<file path="src/rtl/symbol_align.sv">
// symbol_align: confirms a stable comma offset reported by comma_align, then
// barrel-shifts the raw 10b deserializer stream onto the symbol boundary.
// A lock survives isolated missing or misplaced commas and is dropped only
// after a run of foreign commas or a long stretch without an in-lock comma.
module symbol_align #(
    parameter int ACQUIRE_COUNT  = 3,
    parameter int MISALIGN_COUNT = 4,
    parameter int TIMEOUT        = 4096
) (
    input  logic       clk,
    input  logic       reset_n,
    input  logic [9:0] input_data,
    input  logic [3:0] offset,
    input  logic       comma,
    output logic [9:0] symbol_out,
    output logic       symbol_valid,
    output logic       symbol_k,
    output logic       locked,
    output logic [3:0] lock_offset,
    output logic       lock_lost
);

    localparam int AW = $clog2(ACQUIRE_COUNT + 1);
    localparam int MW = $clog2(MISALIGN_COUNT + 1);
    localparam int TW = $clog2(TIMEOUT + 1);

    localparam logic [AW-1:0] ACQ_MAX  = AW'(ACQUIRE_COUNT);
    localparam logic [AW-1:0] ACQ_LAST = AW'(ACQUIRE_COUNT - 1);
    localparam logic [MW-1:0] MIS_MAX  = MW'(MISALIGN_COUNT);
    localparam logic [MW-1:0] MIS_LAST = MW'(MISALIGN_COUNT - 1);
    localparam logic [TW-1:0] TMO_MAX  = TW'(TIMEOUT);
    localparam logic [TW-1:0] TMO_LAST = TW'(TIMEOUT - 1);

    localparam logic [9:0] K28_5_NEG = 10'b0011111010;
    localparam logic [9:0] K28_5_POS = 10'b1100000101;

    typedef enum logic [1:0] {
        HUNT    = 2'd0,
        CONFIRM = 2'd1,
        LOCKED  = 2'd2
    } state_t;

    state_t          state_reg, state_next;
    logic [3:0]      cand_reg, cand_next;
    logic [3:0]      lock_off_reg, lock_off_next;
    logic [AW-1:0]   acq_cnt_reg, acq_cnt_next;
    logic [MW-1:0]   mis_cnt_reg, mis_cnt_next;
    logic [TW-1:0]   tmo_cnt_reg, tmo_cnt_next;
    logic            lock_lost_next;
    logic [8:0]      last_word_reg;

    logic [18:0]     search_word;
    logic [9:0]      slices [10];
    logic [9:0]      slice_sel;
    logic            comma_ok;

    // Same window layout as comma_align, so offset indexes search_word directly.
    assign search_word = {last_word_reg, input_data};

    // An offset beyond the last legal slice position cannot be a real comma.
    assign comma_ok = comma && (offset <= 4'd9);

    assign locked      = (state_reg == LOCKED);
    assign lock_offset = lock_off_reg;

    genvar gi;
    generate
        for (gi = 0; gi < 10; gi++) begin : g_slice
            assign slices[gi] = search_word[gi +: 10];
        end
    endgenerate

    // Barrel-shift mux: pick the 10b slice at the locked offset.
    always_comb begin
        slice_sel = '0;
        for (int i = 0; i < 10; i++) begin
            if (lock_off_reg == 4'(i)) begin
                slice_sel = slices[i];
            end
        end
    end

    // Lock FSM next-state and counter logic.
    always_comb begin
        state_next     = state_reg;
        cand_next      = cand_reg;
        lock_off_next  = lock_off_reg;
        acq_cnt_next   = acq_cnt_reg;
        mis_cnt_next   = mis_cnt_reg;
        tmo_cnt_next   = tmo_cnt_reg;
        lock_lost_next = 1'b0;

        case (state_reg)
            HUNT: begin
                if (comma_ok) begin
                    cand_next    = offset;
                    tmo_cnt_next = '0;
                    if (ACQUIRE_COUNT <= 1) begin
                        state_next    = LOCKED;
                        lock_off_next = offset;
                        acq_cnt_next  = '0;
                    end else begin
                        state_next   = CONFIRM;
                        acq_cnt_next = AW'(1);
                    end
                end
            end

            CONFIRM: begin
                if (comma_ok) begin
                    tmo_cnt_next = '0;
                    if (offset == cand_reg) begin
                        if (acq_cnt_reg >= ACQ_LAST) begin
                            state_next    = LOCKED;
                            lock_off_next = cand_reg;
                            acq_cnt_next  = '0;
                            mis_cnt_next  = '0;
                        end else begin
                            acq_cnt_next = (acq_cnt_reg == ACQ_MAX) ? acq_cnt_reg
                                                                    : acq_cnt_reg + 1'b1;
                        end
                    end else begin
                        // Restart confirmation at the newly seen offset.
                        cand_next    = offset;
                        acq_cnt_next = AW'(1);
                    end
                end else if (tmo_cnt_reg >= TMO_LAST) begin
                    state_next   = HUNT;
                    cand_next    = '0;
                    acq_cnt_next = '0;
                    tmo_cnt_next = '0;
                end else begin
                    tmo_cnt_next = (tmo_cnt_reg == TMO_MAX) ? tmo_cnt_reg
                                                            : tmo_cnt_reg + 1'b1;
                end
            end

            LOCKED: begin
                if (comma_ok && (offset == lock_off_reg)) begin
                    mis_cnt_next = '0;
                    tmo_cnt_next = '0;
                end else if ((comma_ok && (mis_cnt_reg >= MIS_LAST)) ||
                             (tmo_cnt_reg >= TMO_LAST)) begin
                    // Either threshold (or both at once) yields one drop.
                    state_next     = HUNT;
                    lock_lost_next = 1'b1;
                    lock_off_next  = '0;
                    cand_next      = '0;
                    acq_cnt_next   = '0;
                    mis_cnt_next   = '0;
                    tmo_cnt_next   = '0;
                end else begin
                    // A foreign comma is not an in-lock comma, so it also ages the timeout.
                    if (comma_ok) begin
                        mis_cnt_next = (mis_cnt_reg == MIS_MAX) ? mis_cnt_reg
                                                                : mis_cnt_reg + 1'b1;
                    end
                    tmo_cnt_next = (tmo_cnt_reg == TMO_MAX) ? tmo_cnt_reg
                                                            : tmo_cnt_reg + 1'b1;
                end
            end

            default: begin
                state_next    = HUNT;
                cand_next     = '0;
                lock_off_next = '0;
                acq_cnt_next  = '0;
                mis_cnt_next  = '0;
                tmo_cnt_next  = '0;
            end
        endcase
    end

    // FSM state, counters and lock bookkeeping registers.
    always_ff @(posedge clk or negedge reset_n) begin
        if (!reset_n) begin
            state_reg    <= HUNT;
            cand_reg     <= '0;
            lock_off_reg <= '0;
            acq_cnt_reg  <= '0;
            mis_cnt_reg  <= '0;
            tmo_cnt_reg  <= '0;
            lock_lost    <= 1'b0;
        end else begin
            state_reg    <= state_next;
            cand_reg     <= cand_next;
            lock_off_reg <= lock_off_next;
            acq_cnt_reg  <= acq_cnt_next;
            mis_cnt_reg  <= mis_cnt_next;
            tmo_cnt_reg  <= tmo_cnt_next;
            lock_lost    <= lock_lost_next;
        end
    end

    // Aligned symbol datapath; valid only while lock is held across the edge.
    always_ff @(posedge clk or negedge reset_n) begin
        if (!reset_n) begin
            last_word_reg <= '0;
            symbol_out    <= '0;
            symbol_k      <= 1'b0;
            symbol_valid  <= 1'b0;
        end else begin
            last_word_reg <= input_data[8:0];
            symbol_out    <= slice_sel;
            symbol_k      <= (slice_sel == K28_5_NEG) || (slice_sel == K28_5_POS);
            symbol_valid  <= (state_reg == LOCKED) && (state_next == LOCKED);
        end
    end

endmodule

</file>
<file path="config.mk">
export PLATFORM = sky130hd
export DESIGN_NAME = symbol_align
export DESIGN_NICKNAME = d
export VERILOG_FILES = /design/src/rtl/symbol_align.sv
export SDC_FILE = /design/constraint.sdc
export NUM_CORES = 1
export LEC_CHECK = 0
export CAP_MARGIN = 20
export CORE_MARGIN = 2
export CORE_UTILIZATION = 55
export DETAILED_ROUTE_END_ITERATION = 8
export PLACE_DENSITY = 0.74
export SLEW_MARGIN = 20
export SYNTH_ARGS = -nofsm -noshare
export SYNTH_HDL_FRONTEND = slang
export SYNTH_SLANG_ARGS = --single-unit
</file>
<file path="constraint.sdc">
create_clock -name clk -period 2.4 [get_ports clk]
set_input_delay 0.48 -clock clk [delete_from_list [all_inputs] [get_ports clk]]
set_output_delay 0.48 -clock clk [all_outputs]
set_load 0.01 [all_outputs]
</file>
==> results.cfg <==
[run_status]
status = complete, no violations

[finish]
largest_register_ffs = 13
fin_cells = 505
num_antenna_cells = 0
nNetsFinal = 457
utilization_pct = 69.8
synthToLayoutAreaGrowth_pct = 21.2
fillers = 476
final_area_um2 = 4210
drive_gt1_share_pct = 19.5

[logic_synthesis]
ys_seq_area_share_pct = 36.0
syn_avg_cell_area_um2 = 9.64
synth_xor_area_share_pct = 2.52
yosys.cell_types.count = 74
synth_top_flop_cell = dfrtp_1
synth-simple-area-share_pct = 22.3
synth_edf_count = 0
async_reset_ff_share_pct = 100
synth.mux.area_fraction_pct = 10.2
synth_fa_ha_area_share_pct = 3.24
ys_ff_latch = 50
synth_top_family_by_area = simple AND/OR/NAND/NOR gates
synth_compound_area_share_pct = 18.0
synth_area_um2 = 3470
syn-num-nets = 386
syn_inst = 360
ys_warn_count = 0

[setup_path]
critPathKind = reg -> reg
arrival_ps = 2440
r2r.worst_path.cells = 7
cp-start-kind = register
worstPathMaxFanout = 8
worst_ep_required_time_ps = 2580
end_kind = register

[place]
postPlaceCellArea_um2 = 4120
dp.final_hpwl_mm = 6.48
routabilityCongestion = 0.986
place_inst = 499
pre_cts_ws_ps = -194
io_buffer_count = 34

[global_routing]
grt_max_degree = 29
grt_pass1_vias = 3081
antenna_found_initial = 0
overflow = 0
grt_util_all_layers_pct = 25.6
grt_pass1_wl_mm = 14.7

[die]
die_area_um2 = 6960
die_w_um = 83.4
die_y_um = 83.4
start_util_pct = 57.6
rows = 28
io_pins = 35
design.core.area_um2 = 6030

[clock_tree]
cts_sinks = 50
ctsRootBufferMaster = clkbuf_8
cts_tree = built
path_clk_slew_ps = 100
clk_latency_ps = 310
cts_buffers = 5
cts_buffer_depth = 2
post_cts.repair.setup_buffers = 0
cts-hold-fix-buffers = 0
htree_levels = 2

[timing]
slew_headroom_pct = 56.8
fin_setup_tns_ps = 0
fmax_ghz = 0.443
holdWs_ps = 184
hold_violations = 0
min_period_ps = 2260
period_share_pct = 94.1
report.final.slew_viol_count = 0
rsz0062_at_grt = no
setup_viol = 0
tightest_slew_ps = 647
layout_setup_ws_ps = 141
skew_ps = 16.8

[power]
p_total_mw = 3.68
irDropWorstVdd_uv = 620
powerDensity_nw_per_um2 = 873
p_leak_nw = 1.78

[run]
cap_violations = 0

[drt]
viasPerCell = 6.10
postRouteWirelength_mm = 8.48
drc = 0
vias = 3083
drt_iter0_drc = 264
post_drt_wl_per_cell_um = 16.8
ant_nets = 0
dr.pass1.iters = 5

[hold_path]
hold_path_class = in -> async
power by group:
| part | internal, mW | leakage [nW] | switching, mW |
|---|---|---|---|
| clock | 0.223 | 0.0431 | 0.257 |
| combinational | 1.05 | 1.10 | 0.987 |
| sequential | 1.01 | 0.641 | 0.143 |
| total | 2.29 | 1.78 | 1.39 |
cells in the final DEF, fill, tap and decap left out, types with 9 or more instances in the layout:
cell type        netlist  layout
a21oi_1               14      14
buf_4                  3      50
clkdlybuf4s50_1        0      31
dfrtp_1               50      48
ha_1                   9       9
inv_1                 18      18
mux2i_1               18      18
nand2_1               29      29
nand2b_1              10      10
nand3_1               19      19
nor2_1                17      17
o221ai_1               9       9
routing by layer:
metal  share of wire (%)  global-route usage [%]  routed length, um  vias to the layer above
met5                   0                       0                  0                        -
met4                 3.2                    10.7                270                        0
met3                 4.8                    2.98                410                       23
met2                  50                    44.6               4220                      102
met1                  42                    32.2               3580                     1474
li1                    -                       -                  -                     1484
cell type report:
| type | count | area, um2 | area share (%) |
|---|---|---|---|
| repair buffers | 86 | 756 | 18.0 |
| inverters | 18 | 67.6 | 1.61 |
| flip-flops and latches | 50 | 1250 | 29.8 |
| well taps | 75 | 93.8 | 2.23 |
| clock buffers | 6 | 82.6 | 1.96 |
| multi-input cells | 270 | 1950 | 46.4 |
kinds of logic (layout without fill, tap and decap cells):
logic type,Yosys count,after routing
fa+ha+maj,9,9
simple gates,138,138
flops,50,50
xor+xnor,10,10
buf+inv,40,110
mux,30,30
compound gates,83,83
cells in the mapped netlist, types with 3 or more instances:
master    instances  area share (%)
nand3_1          19             2.7
mux2i_1          18             5.2
o31ai_1           3            0.65
a211oi_1          3            0.65
ha_1              9             3.2
buf_4             3            0.65
a21oi_1          14             2.0
xnor2_1           6             1.5
clkbuf_1          4            0.43
or3_1             8             1.4
nand4_1           4            0.72
nor2b_1           5            0.90
dfrtp_1          50              36
mux2_2            7             2.3
inv_1            18             1.9
buf_6             8             2.6
nand2b_1         10             1.8
o211ai_1          4            0.87
nor2_1           17             1.8
nand3b_1          4            0.87
a31oi_1           3            0.54
o311ai_0          3            0.76
buf_2             3            0.43
o21ai_0           8             1.2
nand4b_1          3            0.76
and3_1            7             1.3
o221ai_1          9             2.3
o22ai_1           8             1.4
nand2_1          29             3.1
a21o_1            4            0.87
nor3_1            7             1.0
xor2_1            4             1.0
nor4_1            6             1.1
final timing paths:
path,from,end,slack (ps)
worst max-delay path,lock_offset[3],symbol_k,140
worst min-delay path,reset_n,last_word_reg[0],180
worst max register to register,lock_offset[3],symbol_k,140
worst min register to register,tmo_cnt_reg[12],tmo_cnt_reg[12],530
max in group asynchronous,reset_n,lock_offset[1],1570
min in group clk,input_data[6],last_word_reg[6],520
critical path, stage by stage (launching register included):
cell and delay, ps:
dfrtp_1 500, buf_4 200, and3b_1 200, o21ai_1 380, o221ai_1 230, o221ai_1 390
nand4b_1 170, o22ai_1 80
what timing repair did:
item | in CTS | in global routing
resized for setup | 0 | 4
hold endpoints to repair | 0 | 0
endpoints found under the setup margin | 0 | 1
(Power assumes the default switching activity.)
